<file path="src/rtl/regfile_writeback.sv">
// regfile_writeback: writeback arbiter (LSU over ALU) with a registered
// register-file write port, an in-flight destination scoreboard and an
// optional bypass of the committing write.
// Optional feature macro: WB_BYPASS_EN (bypass compare); when undefined the
// fwd outputs are tied to zero.
module regfile_writeback #(
   parameter int unsigned XLEN = 32,
   parameter int unsigned NREG = 32
) (
   input  logic                    clk,
   input  logic                    rst,
   input  logic                    alu_valid,
   output logic                    alu_ready,
   input  logic [$clog2(NREG)-1:0] alu_rd,
   input  logic [XLEN-1:0]         alu_data,
   input  logic                    lsu_valid,
   output logic                    lsu_ready,
   input  logic [$clog2(NREG)-1:0] lsu_rd,
   input  logic [XLEN-1:0]         lsu_data,
   input  logic                    issue_valid,
   input  logic [$clog2(NREG)-1:0] issue_rd,
   output logic                    wb_en,
   output logic [$clog2(NREG)-1:0] wb_rd,
   output logic [XLEN-1:0]         wb_data,
   output logic [NREG-1:0]         busy,
   input  logic [$clog2(NREG)-1:0] rs1_address,
   input  logic [$clog2(NREG)-1:0] rs2_address,
   output logic                    rs1_fwd_valid,
   output logic                    rs2_fwd_valid,
   output logic [XLEN-1:0]         rs1_fwd_data,
   output logic [XLEN-1:0]         rs2_fwd_data
);

   localparam int unsigned RW = $clog2(NREG);

   logic            lsu_xfer;
   logic            alu_xfer;
   logic            xfer;
   logic [RW-1:0]   win_rd;
   logic [XLEN-1:0] win_data;
   logic [NREG-1:0] busy_next;

   // Fixed-priority arbitration: LSU always wins, ALU waits while LSU is valid
   always_comb begin
      lsu_ready = !rst;
      alu_ready = !rst && !lsu_valid;
      lsu_xfer  = lsu_valid && lsu_ready;
      alu_xfer  = alu_valid && alu_ready;
      xfer      = lsu_xfer || alu_xfer;
      win_rd    = lsu_xfer ? lsu_rd   : alu_rd;
      win_data  = lsu_xfer ? lsu_data : alu_data;
   end

   // Registered write port; rd/data hold when idle, x0 transfers never write
   always_ff @(posedge clk) begin
      if (rst) begin
         wb_en   <= 1'b0;
         wb_rd   <= '0;
         wb_data <= '0;
      end else if (xfer) begin
         wb_en   <= (win_rd != '0);
         wb_rd   <= win_rd;
         wb_data <= win_data;
      end else begin
         wb_en   <= 1'b0;
      end
   end

   // Scoreboard update: clear on retiring transfer, then set on issue so a
   // same-cycle issue of the same rd keeps the bit high
   always_comb begin
      busy_next = busy;
      if (xfer)
         busy_next[win_rd] = 1'b0;
      if (issue_valid && (issue_rd != '0))
         busy_next[issue_rd] = 1'b1;
      busy_next[0] = 1'b0;
   end

   // Scoreboard register
   always_ff @(posedge clk) begin
      if (rst)
         busy <= '0;
      else
         busy <= busy_next;
   end

`ifdef WB_BYPASS_EN
   // Bypass of the write currently presented to the register file
   always_comb begin
      rs1_fwd_valid = wb_en && (wb_rd == rs1_address) && (rs1_address != '0);
      rs2_fwd_valid = wb_en && (wb_rd == rs2_address) && (rs2_address != '0);
      rs1_fwd_data  = rs1_fwd_valid ? wb_data : '0;
      rs2_fwd_data  = rs2_fwd_valid ? wb_data : '0;
   end
`else
   logic unused_rs;

   // Bypass absent: forward outputs tied off, read addresses unused
   always_comb begin
      unused_rs     = ^{rs1_address, rs2_address};
      rs1_fwd_valid = 1'b0;
      rs2_fwd_valid = 1'b0;
      rs1_fwd_data  = '0;
      rs2_fwd_data  = '0;
   end
`endif

endmodule

</file>
<file path="config.mk">
export PLATFORM = sky130hd
export DESIGN_NAME = regfile_writeback
export DESIGN_NICKNAME = d
export VERILOG_FILES = /design/src/rtl/regfile_writeback.sv
export SDC_FILE = /design/constraint.sdc
export NUM_CORES = 1
export LEC_CHECK = 0
export CAP_MARGIN = 20
export CORE_MARGIN = 2
export CORE_UTILIZATION = 34
export DETAILED_ROUTE_END_ITERATION = 7
export GPL_TIMING_DRIVEN = 0
export PLACE_DENSITY = 0.81
export SETUP_SLACK_MARGIN = 0.4
export SLEW_MARGIN = 25
export SYNTH_ARGS = -nofsm -noshare
export SYNTH_HDL_FRONTEND = slang
export SYNTH_SLANG_ARGS = --single-unit
</file>
<file path="constraint.sdc">
create_clock -name clk -period 1.3 [get_ports clk]
set_input_delay 0.195 -clock clk [delete_from_list [all_inputs] [get_ports clk]]
set_output_delay 0.195 -clock clk [all_outputs]
set_load 0.05 [all_outputs]
</file>
==> metrics.yaml, run 1 <==
grt_usage_pct: 21.2
cpPeakStageDelay_ps: 230
initial_utilization_pct: 34.5
clock-root-buffer: "clkbuf_8"
crit_buf_inv: 4
worstMarginPinSlew_ps: 497
power.leakage_nw: 3.16
power.share.clock_pct: 29.5
gp_congestion: 0.897
drive_gt1_share_pct: 48.5
finalSetupViolations: 0
path_cells: "buf_12, nand2b_4, buf_16, buf_8, mux2i_4, buf_4, o311ai_2, o21ai_1"
routed_wl_um: 13600
cts_buffer_depth: 2
switchingPower_w: 0.00227
power.total_w: 0.00657
internal_power_w: 0.00431
yosysUniqueCellTypes: 36
drv_slew: 0
antenna_found_initial: 0
synthFlopType: "dfxtp_1"
cts.clk_slew.worst_paths_ps: 70
num_vias: 4025
final_nets: 799
rsz0062_at_grt: "yes"
min_period_ps: 1250
core-area_um2: 10700
htree_levels: 3
diodes: 0
endpoint_kind: "flip-flop"
grt_max_degree: 12
regToRegSetupSlack_ps: 310
slew_headroom_pct: 66.1
synthesis.instances: 431
grt_pass1_vias: 3716
viasPerCell: 4.74
ant_nets: 0
syn_area_um2: 3700
comb_power_share_pct: 35.5
cts_tree: "yes"
async_reset_ff_share_pct: 0
fmax_ghz: 0.797
die_w_um: 108
critPathTopFamily: "buffers and inverters"
worstReg2RegStart: "wb_data[16]"
drv_cap: 0
drt_first_iter_violations: 328
ys_seq_area_share_pct: 37.3
grt_pass1_wl_um: 19200
power_density_nw_per_um2: 906
path_depth: 8
wl_per_cell_um: 16.0
final_core_util_pct: 67.5
die_area_um2: 11700
setup_tns_ps: 0
io_pins: 232
cp.required_ps: 1520
p_seq_share_pct: 35.0
crit_path_start_kind: "primary input"
synth-edff-count: 0
first_pass_iters: 4
outcome: "complete, no violations"
cts.sinks: 69
portBuffers: 153
ys_ff_latch: 69
hold_viol: 0
dp_hpwl_um: 9160
ys_warn_count: 0
path_class: "in -> reg"
endpoint: "busy[7]"
overflow: 0
startpoint: "rst"
r2r_end: "wb_data[16]"
syn_area_per_cell_um2: 8.60
peakVddDrop_mv: 0.530
worstHoldPathType: "in -> reg"
cts_hold_buf: 0
switching_share_pct: 34.5
critPathArrivalTime_ps: 1470
numCtsBuffers: 9
timing.final.crit_share_pct: 96.5
insertion_delay_ps: 340
area_growth_pct: 95.9
dp_cells: 790
critPathMaxFanout: 8
finClkSkew_ps: 0
dieHeight_um: 108
rr_worst_depth: 5
slowest_stage: "mux2i_4"
layout.cells.non_filler: 849
drc: 0
placement_rows: 38
-- worst min path at each step --
stage | from | end | slack (ps) | cells after the start
3_3_place_gp | busy[18] | busy[18] | 460 | 2
4_1_cts | rst | busy[4] | 210 | 3
2_1_floorplan | lsu_data[0] | wb_data[0] | 340 | 2
6_report | lsu_rd[4] | wb_rd[4] | 210 | 3
3_5_place_dp | busy[16] | busy[16] | 460 | 2
5_1_grt | rst | busy[4] | 220 | 3
-- metrics by stage --
step	cell area [um^2]	setup slack [ps]	hold slack [ps]
6_report	7260	46.1	207
3_3_place_gp	5860	-1230	461
2_1_floorplan	4150	23.5	338
3_5_place_dp	5860	-1260	459
4_1_cts	6880	130	207
5_1_grt	7260	14.4	225
-- cells in the mapped netlist, types with 2 or more instances --
library cell  number  share of area (%)
a211oi_1           2               0.41
a21oi_1           35                4.7
a31oi_2            4                1.4
buf_1              6               0.61
buf_2              9                1.2
buf_4             67                 14
clkbuf_1           6               0.61
dfxtp_1           69                 37
inv_1             20                2.0
mux2_4             2               0.81
mux2i_1           36                9.7
mux2i_4            3                1.8
nand2_1            4               0.41
nand3_1            6               0.81
nor2_1            80                8.1
nor2b_1            3               0.51
nor4_1            15                2.5
nor4bb_1           3               0.81
o21ai_0            4               0.54
o21ai_1           12                1.6
o311ai_1          16                3.8
o32ai_1           15                3.5
-- sequential cells by signal (all words and copies together), names as in the netlist --
signal / count
wb_data: 32
busy: 31
wb_rd: 5
wb_en: 1
-- layout by cell type (no fill, tap or decap), drive strengths merged, types with 3 or more instances in the layout --
cell type	Yosys	layout
a31oi	4	4
nand3	6	6
clkbuf	6	18
nor2	80	80
mux2i	40	40
inv	20	20
o311ai	16	16
a21oi	35	35
clkdlybuf4s15	0	5
o32ai	15	15
buf	83	202
nor4	15	15
nor2b	3	3
o21ai	17	17
nor4bb	3	3
conb	1	67
nand2	5	5
clkdlybuf4s50	0	70
dfxtp	69	69
clkinv	0	3
-- routing by layer --
| metal | global-route usage [%] | wire length (um) | up-vias |
|---|---|---|---|
| met5 | 0 | 0 | - |
| met4 | 7.51 | 318 | 0 |
| met3 | 5.12 | 1120 | 30 |
| met1 | 24.6 | 5090 | 1854 |
| li1 | - | - | 1941 |
| met2 | 37.9 | 7040 | 200 |
-- power by group through the flow --
stage                     sequential, W  clock [W]  combinational, W
after floorplan                 0.00263          0           0.00106
after global placement          0.00231          0           0.00194
after detailed placement        0.00231          0           0.00196
after CTS                       0.00230    0.00196           0.00220
after global routing            0.00231    0.00207           0.00244
final                           0.00230    0.00194           0.00233
-- final cells by class --
type / count / area, um^2
buffer: 89 / 738
clock buffer: 10 / 138
sequential: 69 / 1470
tap: 140 / 175
multi-input combinational: 319 / 2300
inverter: 20 / 77.6
fill: 807 / 3490
clock inverter: 5 / 75.1
timing repair buffer: 197 / 2280
-- cell families (layout without fill, tap and decap cells) --
| group | Yosys count | count (layout) | share of synthesized area [%] |
|---|---|---|---|
| multiplexers | 42 | 42 | 12.7 |
| AND/OR/NAND/NOR | 119 | 119 | 14.8 |
| AO/OA/AOI/OAI | 91 | 91 | 16.7 |
| flip-flops | 69 | 69 | 37.3 |
| other | 1 | 67 | 0.101 |
| buffers and inverters | 109 | 321 | 18.3 |
-- worst reg2reg max path: stages, from the launching register on --
cell     delay (ps)
dfxtp_2         340
buf_6           110
mux2i_2         150
nor2_1           50
a21oi_1         150
nor2_1           60
-- timing repair --
action,in CTS,in global routing
pin swaps,22,15
endpoints found under the setup margin,140,133
cloned,1,0
resized for setup,668,57
setup buffers,24,19
No activity file was read; power rests on OpenSTA's default activity.
==> run 2, diff against run 1 <==
--- a/config.mk
+++ b/config.mk
@@ -6,11 +6,12 @@
 export NUM_CORES = 1
 export LEC_CHECK = 0
 export CAP_MARGIN = 20
-export CORE_MARGIN = 2
-export CORE_UTILIZATION = 34
+export CORE_AREA = 2 2 91 93
 export DETAILED_ROUTE_END_ITERATION = 7
+export DIE_AREA = 0 0 93 95
+export DONT_BUFFER_PORTS = 1
 export GPL_TIMING_DRIVEN = 0
-export PLACE_DENSITY = 0.81
+export PLACE_DENSITY = 0.67
 export SETUP_SLACK_MARGIN = 0.4
 export SLEW_MARGIN = 25
 export SYNTH_ARGS = -nofsm -noshare
==> metrics.yaml, run 2 (synthesis gave the netlist of run 1 again) <==
area_growth_pct: 51.7
portBuffers: 0
die_area_um2: 8840
switchingPower_w: 0.00212
dp_cells: 602
final_core_util_pct: 70.9
drive_gt1_share_pct: 40.8
clock-root-buffer: "clkbuf_8"
internal_power_w: 0.00377
ant_nets: 0
cp.required_ps: 1520
gp_congestion: 0.844
worstHoldPathType: "in -> reg"
outcome: "complete, no violations"
layout.cells.non_filler: 669
timing.final.crit_share_pct: 83.4
largest-register: "wb_data"
peakVddDrop_mv: 0.470
drv_cap: 0
cts_buffer_depth: 2
power.total_w: 0.00589
final_nets: 653
grt_pass1_wl_um: 16800
num_vias: 3407
fmax_ghz: 0.923
drv_slew: 0
grt_usage_pct: 24.9
initial_utilization_pct: 46.7
diodes: 0
grt_max_degree: 13
final_common_cell: "nor2_1"
insertion_delay_ps: 350
first_pass_iters: 4
critPathArrivalTime_ps: 1300
comb_power_share_pct: 25.0
core-area_um2: 7930
wl_per_cell_um: 17.1
finalSetupViolations: 0
drc: 0
switching_share_pct: 36.1
crit_top_cell: "buf_12"
power.leakage_nw: 2.31
routed_wl_um: 11500
p_seq_share_pct: 42.7
grt_pass1_vias: 3180
endpoint_kind: "flip-flop"
drt_first_iter_violations: 85
numCtsBuffers: 9
hold_viol: 0
n_fill_cell: 597
worst_slack_ps: 216
top_regs: "wb_data (32), busy (31), wb_rd (5)"
cpPeakStageDelay_ps: 320
power_density_nw_per_um2: 1050
slowest_stage: "nor4_2"
slew_headroom_pct: 65.6
cts_tree: "yes"
layout_common_cells: "nor2_1 (79), buf_4 (73), dfxtp_4 (69)"
path_cells: "nand2b_4, buf_12, mux2i_4, buf_12, nor4_2, o32ai_1"
antenna_found_initial: 0
dp_hpwl_um: 7550
die_w_um: 93
dieHeight_um: 95
worstMarginPinSlew_ps: 516
rsz0062_at_grt: "yes"
min_period_ps: 1080
htree_levels: 3
cts.clk_slew.worst_paths_ps: 80
finClkSkew_ps: 0
crit_path_start_kind: "primary input"
cts.sinks: 69
viasPerCell: 5.09
placement_rows: 33
post-place-ws_ps: -142
power.share.clock_pct: 32.3
io_pins: 232
overflow: 0
critPathMaxFanout: 8
largest_register_ff_count: 32
path_class: "in -> reg"
[run 2: cell count changes in the layout (fill, tap and decap cells not counted), moves of 4 or more]
cell | before | now
buf_4 | 98 | 73
buf_6 | 24 | 6
buf_8 | 67 | 7
clkdlybuf4s50_1 | 70 | 0
dfxtp_2 | 67 | 0
dfxtp_4 | 2 | 69
dlygate4sd3_1 | 0 | 34
nor4_1 | 8 | 3
nor4_4 | 2 | 6
o311ai_1 | 4 | 11
o311ai_4 | 7 | 1
[run 2: per-stage QoR]
step	setup TNS (ps)	hold WS, ps	instance area (um^2)
6_report	0	27.9	5620
5_1_grt	0	25.8	5620
4_1_cts	0	2.07	5420
3_5_place_dp	-1260	350	4280
3_3_place_gp	-885	342	4280
2_1_floorplan	0	338	4150
[run 2: path summary, 6_finish.rpt]
| path | startpoint | endpoint | slack, ps | cells past startpoint |
|---|---|---|---|---|
| min reg2reg | busy[10] | busy[10] | 580 | 2 |
| min | lsu_data[26] | wb_data[26] | 30 | 2 |
| max | rst | busy[4] | 220 | 6 |
| max reg2reg | wb_data[2] | wb_data[2] | 320 | 4 |
[run 2: repair_timing]
action,CTS,global route
pin swaps,18,16
setup endpoints to repair,139,139
cloned,4,0
setup buffers,8,5
hold buffers,34,0
hold endpoints to repair,34,0
gates resized for setup,139,24
[run 2: cell type report]
class / count / area [um^2] / share of cell area (%)
Timing Repair Buffer: 49 / 551 / 9.80
Buffer: 89 / 729 / 13.0
Multi-Input combinational cell: 321 / 2280 / 40.5
Sequential cell: 69 / 1640 / 29.2
Clock buffer: 9 / 124 / 2.20
Clock inverter: 7 / 90.1 / 1.60
Inverter: 20 / 77.6 / 1.38
Tap cell: 105 / 131 / 2.34
[run 2: critical path: cells and delay by family]
family / cells / cell delay, ps
buffers and inverters: 2 / 310
muxes: 1 / 180
AOI/OAI and AO/OA: 1 / 140
and+or+nand+nor: 2 / 470
[run 2: power groups by stage]
stage	clock [W]	combinational, W	sequential, W
final	0.00190	0.00147	0.00252
after global placement	0	0.00115	0.00265
after CTS	0.00193	0.00138	0.00251
after floorplan	0	0.00106	0.00263
after global routing	0.00203	0.00156	0.00252
after detailed placement	0	0.00116	0.00265
[run 2: routing by layer]
metal | vias to the layer above | part of all wire [%] | global-route usage (%)
met5 | - | 0 | 0
met4 | 0 | 1.6 | 8.21
met3 | 17 | 10 | 10.3
met2 | 156 | 51 | 43.2
met1 | 1579 | 37 | 27.7
li1 | 1655 | - | -
==> run 3, diff against run 2 <==
--- a/config.mk
+++ b/config.mk
@@ -11,7 +11,7 @@
 export DIE_AREA = 0 0 93 95
 export DONT_BUFFER_PORTS = 1
 export GPL_TIMING_DRIVEN = 0
-export PLACE_DENSITY = 0.67
+export PLACE_DENSITY = 0.65
 export SETUP_SLACK_MARGIN = 0.4
 export SLEW_MARGIN = 25
 export SYNTH_ARGS = -nofsm -noshare
==> constraint.sdc (replaced) <==
create_clock -name clk -period 1 [get_ports clk]
set_input_delay 0.15 -clock clk [delete_from_list [all_inputs] [get_ports clk]]
set_output_delay 0.15 -clock clk [all_outputs]
set_load 0.05 [all_outputs]
==> metrics.yaml, run 3 (synthesis gave the netlist of run 1 again) <==
gr-usage-met1_pct: 24.4
die_area_um2: 8840
placement_rows: 33
endpoint_kind: "flip-flop"
area_growth_pct: 42.1
cp.required_ps: 1220
viasPerCell: 5.09
timing.final.crit_share_pct: 97.1
cpPeakStageDelay_ps: 390
finClkSkew_ps: 0
top_regs: "wb_data (32), busy (31), wb_rd (5)"
drive_gt1_share_pct: 43.3
fmax_ghz: 1.03
final_common_cell: "buf_4"
drt_first_iter_violations: 100
io_pins: 232
largest_register_ff_count: 32
antenna_found_initial: 0
grt_usage_pct: 22.1
final_area_um2: 5270
overflow: 0
min_period_ps: 971
clock-root-buffer: "clkbuf_8"
worstHoldPathType: "in -> reg"
ant_nets: 0
dieHeight_um: 95
slew_headroom_pct: 65.1
path_cells: "nand2b_4, buf_12, mux2_4, nor4_2, o32ai_1"
finalSetupViolations: 0
wl_per_cell_um: 16.6
final_core_util_pct: 66.4
core-area_um2: 7930
first_pass_iters: 5
critPathMaxFanout: 8
use_met3_pct: 7.50
die_w_um: 93
cts.sinks: 69
power_density_nw_per_um2: 1380
final_nets: 622
layout.cells.non_filler: 638
initial_utilization_pct: 46.7
dp_cells: 602
dp_hpwl_um: 7670
hold_viol: 34
cts_tree: "yes"
critPathArrivalTime_ps: 1190
crit_buf_inv: 1
n_fill_cell: 655
path_class: "in -> reg"
critPathTopFamily: "simple AND/OR/NAND/NOR gates"
drc: 0
holdWs_ps: -51.6
gp_congestion: 0.849
violations: "negative hold slack"
postPlaceCellArea_um2: 4510
grt_pass1_wl_um: 15100
grt_max_degree: 13
busiest_layer: "met2"
portBuffers: 0
cts.clk_slew.worst_paths_ps: 80
num_vias: 3246
largest-register: "wb_data"
peakVddDrop_mv: 0.784
power.leakage_nw: 2.19
routed_wl_um: 10600
worstMarginPinSlew_ps: 524
diodes: 0
numCtsBuffers: 9
power.total_w: 0.00726
slowest_stage: "mux2_4"
drv_slew: 0
insertion_delay_ps: 350
grtUsageMet2_pct: 39.4
rsz0062_at_grt: "yes"
cts_buffer_depth: 2
crit_path_start_kind: "primary input"
outcome: "finished with violations"
htree_levels: 3
grt_pass1_vias: 3006
layout_common_cells: "buf_4 (80), nor2_1 (78), dfxtp_4 (69)"
drv_cap: 0
-- run 3: per-stage QoR --
step / setup slack (ps) / setup TNS [ps]
detailed placement: -409 / -11520
global route: -10.3 / -10.3
finish: 29.3 / 0
CTS: 38.8 / 0
floorplan: -231 / -4920
global placement: -366 / -10480
-- run 3: worst paths after layout --
| path | start | to | slack (ps) | cells after the start |
|---|---|---|---|---|
| worst max-delay path | rst | busy[20] | 30 | 5 |
| worst min-delay path | lsu_data[15] | wb_data[15] | -50 | 2 |
| worst max register to register | wb_data[22] | wb_data[22] | 50 | 4 |
| worst min register to register | wb_rd[2] | wb_rd[2] | 580 | 2 |
-- run 3: layout make-up --
class	instances	area, um^2	area share, %
flip-flops and latches	69	1640	31.1
clock buffers	9	124	2.35
repair buffers	19	239	4.54
clock inverters	7	66.3	1.26
inverters	20	82.6	1.57
plain buffers	89	732	13.9
well taps	105	131	2.49
multi-input cells	320	2250	42.7
-- run 3: repair_timing --
action                                 4_1_cts  5_1_grt
gates cloned                                 1        2
endpoints found under the hold margin       35       31
buffers inserted                             7       10
setup endpoints to repair                  140      140
pin swaps                                   11       25
resized for setup                           24       29
-- run 3: worst reg2reg max path: stages, from the launching register on --
cell     delay, ps
dfxtp_4        400
mux2i_1        170
nor2_1          70
a21oi_1        130
nor2_1          50
-- run 3: routing by layer --
layer	wire, um	share of wire (%)
met5	0	0
met4	56	0.53
met3	1110	11
met2	5550	52
met1	3870	37
-- run 3: power breakdown --
| part | switching, W | internal, W |
|---|---|---|
| clock network | 0.00106 | 0.00113 |
| logic | 0.00113 | 0.000656 |
| registers | 0.000493 | 0.00278 |
